<file path="src/rtl/neuron_serial_driver_pkg.sv">
// Shared definitions for the bit-serial neuron driver.
// Contents: FSM state encoding, ALU opcode constants and the default accumulator width.
package neuron_serial_driver_pkg;

    // Must match the ALU datapath width.
    localparam int unsigned DefaultAccW = 12;

    localparam logic AluOpAdd1 = 1'b0;
    localparam logic AluOpSub1 = 1'b1;

    typedef enum logic [1:0] {
        StIdle = 2'd0,
        StRun  = 2'd1,
        StDone = 2'd2
    } state_e;

endpackage

</file>
<file path="src/rtl/neuron_serial_driver_if.sv">
// Job/result handshake bundle for the neuron serial driver.
//   in_valid/in_ready : job request handshake carrying in_act, in_wgt, in_init
//   out_valid/out_ready : result handshake carrying out_acc (raw signed accumulator)
// Modports: slave = driver side, master = job producer / result consumer side.
interface neuron_serial_driver_if #(
    parameter int unsigned NIn  = 16,
    parameter int unsigned AccW = 12
) ();

    logic            in_valid;
    logic            in_ready;
    logic [NIn-1:0]  in_act;
    logic [NIn-1:0]  in_wgt;
    logic [AccW-1:0] in_init;
    logic            out_valid;
    logic            out_ready;
    logic [AccW-1:0] out_acc;

    modport slave (
        input  in_valid, in_act, in_wgt, in_init, out_ready,
        output in_ready, out_valid, out_acc
    );

    modport master (
        output in_valid, in_act, in_wgt, in_init, out_ready,
        input  in_ready, out_valid, out_acc
    );

endinterface

</file>
<file path="src/rtl/neuron_serial_driver_bit_serializer.sv">
// Holds the activation and weight-sign shift registers plus the step counter.
//   clk_i, rst_ni : clock, synchronous active-low reset
//   load_i        : capture act_i/wgt_i and clear the counter
//   shift_i       : shift both registers right (zero fill) and count one step
//   act_lsb_o, wgt_lsb_o : current serial bits
//   last_o        : counter is on the final step (NIn-1)
module neuron_serial_driver_bit_serializer #(
    parameter int unsigned NIn = 16
) (
    input  logic           clk_i,
    input  logic           rst_ni,
    input  logic           load_i,
    input  logic           shift_i,
    input  logic [NIn-1:0] act_i,
    input  logic [NIn-1:0] wgt_i,
    output logic           act_lsb_o,
    output logic           wgt_lsb_o,
    output logic           last_o
);

    localparam int unsigned CntW = $clog2(NIn);

    logic [NIn-1:0]  act_q;
    logic [NIn-1:0]  wgt_q;
    logic [CntW-1:0] cnt_q;

    always_ff @(posedge clk_i) begin
        if (!rst_ni) begin
            act_q <= '0;
            wgt_q <= '0;
            cnt_q <= '0;
        end else if (load_i) begin
            act_q <= act_i;
            wgt_q <= wgt_i;
            cnt_q <= '0;
        end else if (shift_i) begin
            act_q <= {1'b0, act_q[NIn-1:1]};
            wgt_q <= {1'b0, wgt_q[NIn-1:1]};
            cnt_q <= cnt_q + 1'b1;
        end
    end

    assign act_lsb_o = act_q[0];
    assign wgt_lsb_o = wgt_q[0];
    assign last_o    = (cnt_q == CntW'(NIn - 1));

endmodule

</file>
<file path="src/rtl/neuron_serial_driver.sv">
// Sequencer for the bit-serial neuron ALU. Takes one job (activations, weight signs,
// initial accumulator), feeds one bit pair per cycle LSB-first to the ALU while looping
// the ALU result back through acc_q, then offers the raw accumulator on a valid/ready port.
//   clk_i, rst_ni      : clock, synchronous active-low reset
//   bus_io             : job/result handshake bundle (slave modport)
//   alu_in_a_lsb_o     : activation bit to the ALU (0 outside RUN)
//   alu_op_o           : ALU opcode, 0 add / 1 sub (0 outside RUN)
//   alu_in_b_o         : accumulator to the ALU
//   alu_out_i          : ALU result
// Optional build macro NEURON_SAT_EN: hold acc_q at max positive instead of wrapping.
module neuron_serial_driver
    import neuron_serial_driver_pkg::*;
#(
    parameter int unsigned NIn  = 16,
    parameter int unsigned AccW = DefaultAccW
) (
    input  logic                   clk_i,
    input  logic                   rst_ni,
    neuron_serial_driver_if.slave  bus_io,
    output logic                   alu_in_a_lsb_o,
    output logic                   alu_op_o,
    output logic [AccW-1:0]        alu_in_b_o,
    input  logic [AccW-1:0]        alu_out_i
);

    state_e          state_q;
    logic [AccW-1:0] acc_q;
    logic [AccW-1:0] acc_d;
    logic            in_ready_q;
    logic            out_valid_q;

    logic load;
    logic shift;
    logic act_lsb;
    logic wgt_lsb;
    logic last;

    assign load  = (state_q == StIdle) && bus_io.in_valid && in_ready_q;
    assign shift = (state_q == StRun);

    neuron_serial_driver_bit_serializer #(
        .NIn (NIn)
    ) u_serializer (
        .clk_i     (clk_i),
        .rst_ni    (rst_ni),
        .load_i    (load),
        .shift_i   (shift),
        .act_i     (bus_io.in_act),
        .wgt_i     (bus_io.in_wgt),
        .act_lsb_o (act_lsb),
        .wgt_lsb_o (wgt_lsb),
        .last_o    (last)
    );

    always_comb begin
        acc_d = alu_out_i;
`ifdef NEURON_SAT_EN
        // Adding one to max positive would wrap negative; pin it instead.
        if (acc_q == {1'b0, {(AccW-1){1'b1}}} && wgt_lsb == AluOpAdd1 && act_lsb) begin
            acc_d = acc_q;
        end
`endif
    end

    always_ff @(posedge clk_i) begin
        if (!rst_ni) begin
            state_q     <= StIdle;
            acc_q       <= '0;
            in_ready_q  <= 1'b1;
            out_valid_q <= 1'b0;
        end else begin
            unique case (state_q)
                StIdle: begin
                    if (load) begin
                        acc_q      <= bus_io.in_init;
                        in_ready_q <= 1'b0;
                        state_q    <= StRun;
                    end
                end
                StRun: begin
                    acc_q <= acc_d;
                    if (last) begin
                        out_valid_q <= 1'b1;
                        state_q     <= StDone;
                    end
                end
                StDone: begin
                    if (bus_io.out_ready) begin
                        out_valid_q <= 1'b0;
                        in_ready_q  <= 1'b1;
                        state_q     <= StIdle;
                    end
                end
                default: begin
                    out_valid_q <= 1'b0;
                    in_ready_q  <= 1'b1;
                    state_q     <= StIdle;
                end
            endcase
        end
    end

    assign alu_in_a_lsb_o   = shift ? act_lsb : 1'b0;
    assign alu_op_o         = shift ? wgt_lsb : AluOpAdd1;
    assign alu_in_b_o       = acc_q;
    assign bus_io.in_ready  = in_ready_q;
    assign bus_io.out_valid = out_valid_q;
    assign bus_io.out_acc   = acc_q;

endmodule

</file>
<file path="src/flat_wrapper.sv">
// flat-port wrapper written by rule: the top's interface ports become plain ports
module neuron_serial_driver_flat import neuron_serial_driver_pkg::*;
#(
    parameter int unsigned NIn  = 16,
    parameter int unsigned AccW = DefaultAccW
)
  (clk_i, rst_ni, alu_in_a_lsb_o, alu_op_o, alu_in_b_o, alu_out_i, bus_io_in_valid, bus_io_in_act, bus_io_in_wgt, bus_io_in_init, bus_io_out_ready, bus_io_in_ready, bus_io_out_valid, bus_io_out_acc);
  neuron_serial_driver_if #(.NIn(NIn), .AccW(AccW)) bus_io_i ();
  input  logic clk_i;
  input  logic rst_ni;
  output logic alu_in_a_lsb_o;
  output logic alu_op_o;
  output logic [AccW-1:0] alu_in_b_o;
  input  logic [AccW-1:0] alu_out_i;
  input wire logic [$bits(bus_io_i.in_valid)-1:0] bus_io_in_valid;
  input wire logic [$bits(bus_io_i.in_act)-1:0] bus_io_in_act;
  input wire logic [$bits(bus_io_i.in_wgt)-1:0] bus_io_in_wgt;
  input wire logic [$bits(bus_io_i.in_init)-1:0] bus_io_in_init;
  input wire logic [$bits(bus_io_i.out_ready)-1:0] bus_io_out_ready;
  output wire logic [$bits(bus_io_i.in_ready)-1:0] bus_io_in_ready;
  output wire logic [$bits(bus_io_i.out_valid)-1:0] bus_io_out_valid;
  output wire logic [$bits(bus_io_i.out_acc)-1:0] bus_io_out_acc;
  assign bus_io_i.in_valid = bus_io_in_valid;
  assign bus_io_i.in_act = bus_io_in_act;
  assign bus_io_i.in_wgt = bus_io_in_wgt;
  assign bus_io_i.in_init = bus_io_in_init;
  assign bus_io_i.out_ready = bus_io_out_ready;
  assign bus_io_in_ready = bus_io_i.in_ready;
  assign bus_io_out_valid = bus_io_i.out_valid;
  assign bus_io_out_acc = bus_io_i.out_acc;
  neuron_serial_driver #(.NIn(NIn), .AccW(AccW)) u_core (.clk_i(clk_i), .rst_ni(rst_ni), .bus_io(bus_io_i), .alu_in_a_lsb_o(alu_in_a_lsb_o), .alu_op_o(alu_op_o), .alu_in_b_o(alu_in_b_o), .alu_out_i(alu_out_i));
endmodule
</file>
<file path="config.mk">
export PLATFORM = sky130hd
export DESIGN_NAME = neuron_serial_driver_flat
export DESIGN_NICKNAME = d
export VERILOG_FILES = /design/src/rtl/neuron_serial_driver_pkg.sv /design/src/rtl/neuron_serial_driver_if.sv /design/src/rtl/neuron_serial_driver_bit_serializer.sv /design/src/rtl/neuron_serial_driver.sv /design/src/flat_wrapper.sv
export SDC_FILE = /design/constraint.sdc
export NUM_CORES = 1
export LEC_CHECK = 0
export BUFFER_PORTS_ARGS = -buffer_cell sky130_fd_sc_hd__buf_4
export CAP_MARGIN = 0
export CORE_ASPECT_RATIO = 0.6
export CORE_UTILIZATION = 30
export CTS_CLUSTER_SIZE = 24
export DETAILED_ROUTE_END_ITERATION = 12
export SLEW_MARGIN = 20
export SYNTH_ARGS = -nofsm -noshare
export SYNTH_HDL_FRONTEND = slang
export SYNTH_SLANG_ARGS = --single-unit
</file>
<file path="constraint.sdc">
create_clock -name clk_i -period 2.8 [get_ports clk_i]
set_input_delay 0.84 -clock clk_i [delete_from_list [all_inputs] [get_ports clk_i]]
set_output_delay 0.84 -clock clk_i [all_outputs]
set_load 0.005 [all_outputs]
</file>
* Word-level counts from Yosys, hierarchy flattened *
Index checks and enable logic that the tools add are counted.

word-level totals
  register bits = 52
  input bits = 60
  output and inout port bits = 28

operators by class
  add/subtract/negate cells = 1
  equal/unequal tests = 6
  muxes and demuxes = 18
  bitwise logic cells = 3
  reduce and logical (&&, ||, !) cells = 10

operator list
  kind                                                  number
  two-way mux 16 bit                                    4
  one-hot mux 12 bit (2 select lines)                   1
  two-way mux 12 bit                                    1
  AND reduction 3 bit                                   3
  two-way mux 1 bit                                     6
  two-way mux 2 bit                                     3
  one-hot mux 1 bit (3 select lines)                    2
  one-hot mux 2 bit (3 select lines)                    1
  adder 4 x 1 -> 4 bit (second input constant)          1
  equality test 4 bit (second input constant)           1
  != test 2 bit (second input constant)                 2
  nonzero test 2 bit                                    2
  inverter 1 bit                                        3
  equality test 2 x 1 -> 1 bit (second input constant)  1
  equality test 2 bit (second input constant)           1
  logical AND 1 bit                                     2
  logical NOT 2 bit                                     1
  != test 2 x 1 -> 1 bit (second input constant)        1
  AND reduction 2 bit                                   1
  OR reduction 2 bit                                    1

* Depth between registers and ports, before layout *
Gate-level depths: netlist (run 1).

  depth after elaboration = 5
  depth in mapped cells = 7
  mapped depth without buffers = 4

* Modules after synthesis *
From an unflattened synthesis (run 1), not the netlist that was laid out.

unflattened totals
  cells, all modules = 252
  area, all modules = 2640.0 sq um

modules (own cells, without submodules)
  module                               times used  cells each  area an instance (sq um)
  neuron_serial_driver_bit_serializer  1           161         1784.2
  neuron_serial_driver                 1           91          855.8

* Worst setup path before layout (run 1) *
OpenSTA, ideal clock, no wires.

  path kind = in2reg
  from = input bus_io_in_valid
  to = register u_core.acc_q[11] (netlist: u_core.alu_in_b_o[11])
  library setup time = 122 ps
  arrival time = 1829 ps
  setup slack = 849 ps
  stages on the path = 6
  cells stage by stage = nand4bb_1 buf_6 and3_4 buf_6 buf_8 a221o_1

on the way
  cells in the longest elaborated chain, start to end = 4

ends and longest elaborated chain
  element                                  RTL line                    text
  start: declaration                       flat_wrapper.sv:15          input wire logic [$bits(bus_io_i.in_valid)-1:0] bus_io_in_valid;
  logical AND 1 bit (2 in series)          neuron_serial_driver.sv:38  assign load = (state_q == StIdle) && bus_io.in_valid && in_ready_q;
  != test 2 x 1 -> 1 bit (no source line)  -
  AND reduction 2 bit (no source line)     -
  end signal: assignment                   neuron_serial_driver.sv:75  acc_q <= bus_io.in_init;
  end: declaration                         neuron_serial_driver.sv:27  logic [AccW-1:0] acc_q;

No other way between the ends.
A chain may end at the register's enable or synchronous reset.

* Worst setup path in the final report (run 1) *
  from = register u_core.state_q[0]
  to = output alu_in_a_lsb_o

on the way
  cells in the longest elaborated chain, start to end = 2

ends and longest elaborated chain
  element                       RTL line                     text
  start: declaration            neuron_serial_driver.sv:26   state_e state_q;
  start signal: assignment      neuron_serial_driver.sv:67   state_q <= StIdle;
  start signal: assignment      neuron_serial_driver.sv:77   state_q <= StRun;
  start signal: assignment      neuron_serial_driver.sv:84   state_q <= StDone;
  equality test 2 x 1 -> 1 bit  neuron_serial_driver.sv:39   assign shift = (state_q == StRun);
  two-way mux 1 bit             neuron_serial_driver.sv:103  assign alu_in_a_lsb_o = shift ? act_lsb : 1'b0;
  end: declaration              flat_wrapper.sv:11           output logic alu_in_a_lsb_o;

No other way between the ends.

==> results of run 1 <==
[power groups by stage]
| stage | registers, uW | logic [uW] | clock network [uW] |
|---|---|---|---|
| finish | 840 | 270 | 590 |
| global route | 850 | 296 | 640 |
| CTS | 840 | 274 | 612 |
| detailed placement | 856 | 272 | 0 |
| global placement | 856 | 270 | 0 |
| floorplan | 848 | 168 | 0 |
[worst max-delay path, stage by stage, from the launching register on]
cell and delay (ps):
dfxtp_1 470, nor2b_1 380, and2_1 190, buf_4 110
[per-stage QoR]
step / cells / setup slack (ps) / util
after floorplan: 212 / 849 / -
after global placement: 361 / 512 / 0.403
after detailed placement: 361 / 490 / 0.403
after CTS: 368 / 521 / 0.423
after global routing: 368 / 440 / 0.423
final: 368 / 533 / 0.423
[synthesized netlist by cell type (all sizes together)]
cell / instances
clkbuf: 6
ha: 1
xor2: 1
o21a: 3
xnor2: 1
o21ai: 2
inv: 6
nand4bb: 1
o221ai: 6
and3b: 1
nor2: 6
and2: 38
and4bb: 1
nand4: 1
nor2b: 2
and3: 1
or2b: 1
buf: 21
dfxtp: 52
nand2: 8
a221o: 36
a21boi: 2
nand3b: 1
nor3b: 1
or3: 1
or3b: 1
nand3: 3
a21oi: 8
[kinds of logic after synthesis]
logic type,after synthesis,synth area share
AO/OA/AOI/OAI,57,0.226
XOR/XNOR,2,0.00792
adder cells (fa/ha/maj),1,0.00565
buffers and inverters,33,0.103
flip-flops,52,0.470
AND/OR/NAND/NOR,67,0.187
[per-layer routing]
layer / global-route usage / part of all wire
met1: 0.199 / 0.52
met2: 0.210 / 0.40
met3: 0.0455 / 0.076
met4: 0.0345 / 0.0077
met5: 0 / 0
[area by class of cell]
cell class,count,share of cell area
flip-flops and latches,52,0.356
multi-input cells,127,0.323
repair buffers,89,0.229
clock buffers,5,0.0428
well taps,87,0.0373
inverters,6,0.00771
clock inverters,2,0.00428
[worst min-delay path by stage]
stage                                      start                           end  slack (ps)  cells past startpoint
floorplan           u_core.u_serializer.act_q[0]  u_core.u_serializer.act_q[0]         450                      1
global placement            u_core.alu_in_b_o[0]          u_core.alu_in_b_o[0]         450                      2
detailed placement          u_core.alu_in_b_o[5]          u_core.alu_in_b_o[5]         460                      2
CTS                         u_core.alu_in_b_o[1]          u_core.alu_in_b_o[1]         470                      2
global route        u_core.u_serializer.act_q[1]  u_core.u_serializer.act_q[1]         490                      1
finish                      u_core.alu_in_b_o[5]          u_core.alu_in_b_o[5]         470                      2
[state kept, by name, indices dropped and copies added (netlist names)]
register	count
u_core.u_serializer.act_q	16
u_core.u_serializer.wgt_q	16
u_core.state_q	2
u_core.u_serializer.cnt_q	4
u_core.bus_io.out_valid	1
u_core.bus_io.in_ready	1
u_core.alu_in_b_o	12
==> flow_summary.json, run 1 <==
{
  "root_buffer": "clkbuf_16",
  "skew_ps": 4.67,
  "synthesis.area_sq_um": 2210,
  "layout_commonest_cell": "buf_4",
  "period_needed_ps": 2270,
  "status": "finished, final reports clean",
  "combinationalPowerShare": 0.159,
  "grt.overflow.total": 0,
  "ys_warn_count": 0,
  "postCtsSetupBuffers": 0,
  "crit_arrival_ps": 1430,
  "rr_worst_depth": 3,
  "min_path_type": "flip-flop to flip-flop",
  "cts_resized": 0,
  "seq_area_sq_um": 1040,
  "cts_tree": "done",
  "critPathLaunch": "u_core.state_q[0]",
  "syn_to_final_growth_pct": 32.0,
  "cp_max_fo": 10,
  "die_area_sq_um": 7740,
  "postRouteWirelength_mm": 5.22,
  "post_drt_wl_per_cell_microns": 14.2,
  "pin_count": 88,
  "cts_buffer_depth": 2,
  "p_seq_frac": 0.494,
  "p_int_uw": 1290,
  "grt_max_degree": 37,
  "seq_area_frac_synth": 0.470,
  "grt_usage": 0.142,
  "dpl.hpwl_mm": 3.52,
  "endpoint": "alu_in_a_lsb_o",
  "r2r-start": "u_core.state_q[0]",
  "peakVddDrop_mv": 0.220,
  "hold_buffers": 0,
  "cp-start-kind": "flip-flop",
  "synthDistinctLibCells": 32,
  "ys_seq_elements": 52,
  "drt_iter0_markers": 98,
  "syn-num-nets": 273,
  "drcViolationCount": 0,
  "num_rows": 23,
  "power_frac_clock": 0.347,
  "crit_type": "flip-flop to output pin",
  "p_total_uw": 1700,
  "cp.required_ps": 1960,
  "avgViaCountPerCell": 4.96,
  "synthTopCellsByArea": "dfxtp_1 (47%), a221o_1 (16%), and2_1 (11%), buf_4 (4.1%), o221ai_1 (2.4%)",
  "cp-end-kind": "output pin",
  "p_leak_uw": 0.00129,
  "grt_pass1_wl_mm": 8.49,
  "avgSynthCellArea_sq_um": 10.4,
  "postRouteAntennaNets": 0,
  "multi_input_comb_area_sq_um": 943,
  "htreeDepth": 2,
  "port_buffers": 87,
  "relSlewSlack": 0.350,
  "synth_top_area_share": 0.470,
  "finalSetupTns_ps": 0,
  "cts_buffers": 5,
  "fin_area_sq_um": 2920,
  "grt_pass1_vias": 1752,
  "final_nets": 342,
  "p_per_area_nw_per_um2": 582,
  "drt-pass1-iter-count": 4,
  "synth_area_leader_cell": "dfxtp_1",
  "antenna-diode-count": 0,
  "drv_cap": 0,
  "period_share": 0.810,
  "max_freq_mhz": 441,
  "p_sw_frac": 0.243,
  "clock_latency_ps": 280,
  "fp.dieW_microns": 113,
  "rrSetupSlack_ps": 1010,
  "die_h_microns": 68.5,
  "final_cell_mix": "buf_4 (89), dfxtp_1 (52), and2_1 (38)",
  "clkTransAtPathRegs_ps": 70,
  "hold_viol_final": 0,
  "slew_viol_final": 0,
  "antenna_found_initial": 0,
  "core_area_sq_um": 6910,
  "postSynthCellCount": 212,
  "rsz0062_at_grt": "false",
  "whs_ps": 467,
  "initial_core_util": 0.320,
  "vias": 1826,
  "worst_pin_slew_ps": 975,
  "p_sw_uw": 413,
  "cts_num_sinks": 52,
  "drive_gt1_frac": 0.356,
  "setup_viol": 0,
  "reg2reg_to": "u_core.u_serializer.act_q[8]",
  "gp_congestion": 0.710,
  "num-fill-cells": 692,
  "dpl-instance-area_sq_um": 2780
}
No activity file was read; power rests on OpenSTA's default activity.
==> run 2, diff against run 1 <==
clock period = 2.1 ns   (was 2.8 ns; I/O delays follow)
==> run 2 against run 1 <==
  * Critical path depth unchanged
  * Clock skew increased by 3.2 ps
  * Critical path type unchanged
  * Sequential power increased by 33%
  * Power increased by 37%
  * Register-to-register slack got worse by 470 ps
  * Die area unchanged
  * Combinational power increased by 40%
  * Worst setup slack got worse by 360 ps
  * Clock power increased by 40%
  * Via count decreased by 1.4%
==> flow_summary.json, run 2 (synthesized netlist as in run 1, its figures left out) <==
{
  "status": "finished, final reports clean",
  "final_util": 0.432,
  "gp_congestion": 0.741,
  "drive_gt1_frac": 0.369,
  "fin_area_sq_um": 2980,
  "worst_pin_slew_ps": 418,
  "cpPeakStageDelay_ps": 460,
  "num_rows": 23,
  "max_freq_mhz": 520,
  "initial_core_util": 0.320,
  "grt.overflow.total": 0,
  "drt_iter0_markers": 82,
  "port_buffers": 87,
  "rrSetupSlack_ps": 540,
  "drt-pass1-iter-count": 4,
  "endpoint": "alu_in_a_lsb_o",
  "cp-end-kind": "output pin",
  "relSlewSlack": 0.721,
  "drcViolationCount": 0,
  "die_area_sq_um": 7740,
  "num-fill-cells": 697,
  "path_cells": "nor2b_1 > and2_1 > buf_4",
  "htreeDepth": 2,
  "post_drt_wl_per_cell_microns": 14.1,
  "final_cell_mix": "buf_4 (93), dfxtp_1 (52), and2_1 (38)",
  "dpl.hpwl_mm": 3.56,
  "antenna_found_initial": 0,
  "syn_to_final_growth_pct": 34.8,
  "period_needed_ps": 1920,
  "root_buffer": "clkbuf_16",
  "critPathLaunch": "u_core.state_q[0]",
  "period_share": 0.916,
  "drv_cap": 0,
  "cts_tree": "done",
  "die_h_microns": 68.5,
  "cts_resized": 0,
  "fp.dieW_microns": 113,
  "cp.required_ps": 1470,
  "cts_num_sinks": 52,
  "skew_ps": 7.83,
  "reg2reg_to": "u_core.alu_in_b_o[10]",
  "min_path_type": "flip-flop to flip-flop",
  "rsz0062_at_grt": "false",
  "cts_buffer_depth": 2,
  "instances_no_fill": 374,
  "vias": 1800,
  "layout_commonest_cell": "buf_4",
  "grt_pass1_vias": 1649,
  "final_nets": 347,
  "crit_arrival_ps": 1290,
  "cp_max_fo": 10,
  "rr_worst_depth": 3,
  "cpMaxStageDelayCell": "dfxtp_1",
  "cts_buffers": 5,
  "setup_viol": 0,
  "cp-start-kind": "flip-flop",
  "p_leak_uw": 0.00133,
  "hold_viol_final": 0,
  "whs_ps": 463,
  "r2r-start": "u_core.state_q[0]",
  "slew_viol_final": 0,
  "peakVddDrop_mv": 0.311,
  "pin_count": 88,
  "whs_path_depth": 2,
  "finalSetupTns_ps": 0,
  "clkTransAtPathRegs_ps": 70,
  "postRouteWirelength_mm": 5.27,
  "crit_type": "flip-flop to output pin",
  "core_area_sq_um": 6910,
  "antenna-diode-count": 0,
  "dpl-instance-area_sq_um": 2830,
  "p_per_area_nw_per_um2": 779,
  "grt_pass1_wl_mm": 8.42,
  "postRouteAntennaNets": 0,
  "grt_usage": 0.143,
  "placedCellCount": 366,
  "postCtsSetupBuffers": 0,
  "hold_buffers": 0,
  "grt_max_degree": 37,
  "clock_latency_ps": 290,
  "avgViaCountPerCell": 4.81
}
==> run 2: changes by cell type in the layout (fill, tap and decap cells not counted), sizes merged <==
cell | previous run | this run
clkinvlp | 1 | 0
buf | 89 | 94
clkbuf | 5 | 6
clkinv | 1 | 2
==> run 2: worst max-delay path, delay by kind of cell, from the launching register on <==
| family | cells | cell delay [ps] |
|---|---|---|
| buffers and inverters | 1 | 100 |
| flip-flops | 1 | 460 |
| AND/OR/NAND/NOR | 2 | 440 |
==> run 2: report_power, final <==
part,internal (uW),switching (uW)
combinational,228,151
clock,470,355
sequential,1070,50.9
==> run 2: metrics by stage <==
| stage | total power, uW | setup WS, ps |
|---|---|---|
| 3_5_place_dp | 1520 | 309 |
| 6_report | 2320 | 177 |
| 4_1_cts | 2360 | 146 |
| 5_1_grt | 2450 | 69.0 |
| 3_3_place_gp | 1520 | 334 |
| 2_1_floorplan | 1350 | 359 |
==> run 2: worst min path at each step <==
stage                                 startpoint                           end  slack, ps
finish                      u_core.alu_in_b_o[0]          u_core.alu_in_b_o[0]        460
global route                u_core.alu_in_b_o[2]          u_core.alu_in_b_o[2]        490
CTS                         u_core.alu_in_b_o[0]          u_core.alu_in_b_o[0]        470
detailed placement          u_core.alu_in_b_o[0]          u_core.alu_in_b_o[0]        460
global placement            u_core.alu_in_b_o[0]          u_core.alu_in_b_o[0]        450
floorplan           u_core.u_serializer.act_q[0]  u_core.u_serializer.act_q[0]        450
==> run 2: cell type report <==
| cell class | count | area (sq um) | area share |
|---|---|---|---|
| Timing Repair Buffer | 94 | 718 | 0.241 |
| Inverter | 6 | 22.5 | 0.00755 |
| Clock buffer | 6 | 139 | 0.0466 |
| Tap cell | 87 | 109 | 0.0365 |
| Multi-Input combinational cell | 127 | 943 | 0.316 |
| Sequential cell | 52 | 1040 | 0.349 |
| Clock inverter | 2 | 10.0 | 0.00336 |
==> run 2: routing by layer <==
metal | vias up | global-route usage | part of all wire
met2 | 67 | 0.197 | 0.38
met3 | 8 | 0.0481 | 0.076
met1 | 812 | 0.207 | 0.53
li1 | 913 | - | -
met4 | 0 | 0.0493 | 0.011
met5 | - | 0 | 0
==> run 3, diff against run 2 <==
CORE_UTILIZATION = 24   (was 30)
==> run 3 against run 2 <==
  * Clock skew down 3.5 ps
  * Core utilization down 8.0 points
  * Sequential cell count unchanged
  * Sequential share of layout area down 0.97 points
  * Global-route usage down 2.3 points
  * Non-clock buffer count down 2
  * Clock power up 43%
  * Die area up 24%
  * Largest cell class unchanged
==> flow_summary.json, run 3 (synthesized netlist as in run 1, its figures left out) <==
{
  "dpl-instance-area_sq_um": 2850,
  "avgViaCountPerCell": 4.61,
  "met3_usage": 0.0435,
  "fin_area_sq_um": 3070,
  "p_total_uw": 2680,
  "cp_max_fo": 10,
  "period_share": 0.927,
  "dpl.hpwl_mm": 3.87,
  "worst_pin_slew_ps": 439,
  "antenna_found_initial": 0,
  "setup_viol": 0,
  "rr_worst_depth": 3,
  "gp_congestion": 0.697,
  "crit_arrival_ps": 1320,
  "whs_path_depth": 2,
  "port_buffers": 87,
  "drv_cap": 0,
  "p_per_area_nw_per_um2": 873,
  "instances_no_fill": 397,
  "crit_type": "flip-flop to output pin",
  "p_seq_frac": 0.419,
  "p_sw_uw": 580,
  "relSlewSlack": 0.707,
  "min_path_type": "flip-flop to flip-flop",
  "critPathLaunch": "u_core.state_q[0]",
  "clkTransAtPathRegs_ps": 70,
  "pin_count": 88,
  "die_h_microns": 76.4,
  "fp.dieW_microns": 126,
  "period_needed_ps": 1950,
  "worstHoldStart": "u_core.alu_in_b_o[2]",
  "cts_num_sinks": 52,
  "grt_max_degree": 37,
  "power_frac_clock": 0.442,
  "grtUsageMet1": 0.169,
  "clock_latency_ps": 290,
  "num-fill-cells": 885,
  "whs_ps": 467,
  "status": "finished, final reports clean",
  "cpMaxStageDelayCell": "dfxtp_1",
  "antenna-diode-count": 0,
  "htreeDepth": 2,
  "post_drt_wl_per_cell_microns": 14.1,
  "p_sw_frac": 0.217,
  "drt-pass1-iter-count": 4,
  "cts_buffer_depth": 2,
  "peakVddDrop_mv": 0.329,
  "path_buf_inv": 1,
  "grt_most_used_layer": "met2",
  "final_cell_mix": "buf_4 (91), dfxtp_1 (52), and2_1 (38)",
  "cts_buffers": 5,
  "grt_use_met2": 0.173,
  "syn_to_final_growth_pct": 38.6,
  "p_leak_uw": 0.00135,
  "hold_buffers": 0,
  "rsz0062_at_grt": "false",
  "cpPeakStageDelay_ps": 470,
  "holdPathEnd": "u_core.alu_in_b_o[2]",
  "cts_tree": "done",
  "placedCellCount": 389,
  "postRouteAntennaNets": 0,
  "initial_core_util": 0.254,
  "path_cells": "nor2b_2 > and2_1 > buf_4",
  "cts_resized": 0,
  "vias": 1831,
  "postCtsSetupBuffers": 0,
  "die_area_sq_um": 9620,
  "hold_viol_final": 0,
  "drcViolationCount": 0,
  "root_buffer": "clkbuf_16",
  "grt.overflow.total": 0,
  "grt_pass1_vias": 1733,
  "cp.required_ps": 1470,
  "reg2reg_to": "u_core.alu_in_b_o[10]",
  "cp-start-kind": "flip-flop",
  "cp-end-kind": "output pin",
  "finalSetupTns_ps": 0,
  "core_area_sq_um": 8720,
  "grt_usage": 0.120,
  "slew_viol_final": 0,
  "combinationalPowerShare": 0.140,
  "layout_commonest_cell": "buf_4",
  "max_freq_mhz": 514,
  "drt_iter0_markers": 101,
  "num_rows": 26,
  "r2r-start": "u_core.state_q[0]",
  "critPathTopFamily": "flip-flops",
  "grt_pass1_wl_mm": 8.98,
  "rrSetupSlack_ps": 520,
  "drive_gt1_frac": 0.368,
  "postRouteWirelength_mm": 5.61,
  "p_int_uw": 2100,
  "final_nets": 345,
  "skew_ps": 4.31
}
[run 3: power by group through the flow]
stage | clock (uW) | sequential (uW) | combinational, uW
after global placement | 0 | 1140 | 374
after global routing | 1270 | 1130 | 411
after CTS | 1220 | 1120 | 379
final | 1180 | 1120 | 374
after floorplan | 0 | 1130 | 223
after detailed placement | 0 | 1140 | 378
[run 3: layer usage]
| layer | share of wire | wire (microns) |
|---|---|---|
| met4 | 0.0077 | 43 |
| met1 | 0.52 | 2900 |
| met3 | 0.073 | 409 |
| met5 | 0 | 0 |
| met2 | 0.40 | 2260 |
[run 3: worst reg2reg max path, cell delays in order, from the launching register on]
cell and delay (ps):
dfxtp_1 470, or2b_1 270, and3_4 300, a221o_1 410
[run 3: how the worst max path moves through the flow]
| stage | end | slack [ps] | depth (start not counted) |
|---|---|---|---|
| 2_1_floorplan | u_core.alu_in_b_o[11] | 360 | 6 |
| 3_3_place_gp | u_core.u_serializer.wgt_q[4] | 300 | 5 |
| 3_5_place_dp | u_core.u_serializer.act_q[8] | 270 | 5 |
| 4_1_cts | alu_in_a_lsb_o | 40 | 3 |
| 5_1_grt | alu_op_o | 10 | 3 |
| 6_report | alu_op_o | 150 | 3 |
[run 3: through the flow]
stage,setup slack [ps],utilization
6_report,153,0.352
5_1_grt,10.7,0.352
4_1_cts,40.3,0.352
3_5_place_dp,273,0.327
3_3_place_gp,305,0.327
2_1_floorplan,359,-
[run 3: layout make-up]
class | instances | area (sq um) | area share
clock buffer | 5 | 125 | 0.0408
clock inverter | 3 | 90.1 | 0.0294
inverter | 6 | 22.5 | 0.00734
multi-input combinational | 127 | 946 | 0.308
sequential | 52 | 1040 | 0.339
tap | 112 | 140 | 0.0457
timing repair buffer | 92 | 703 | 0.229
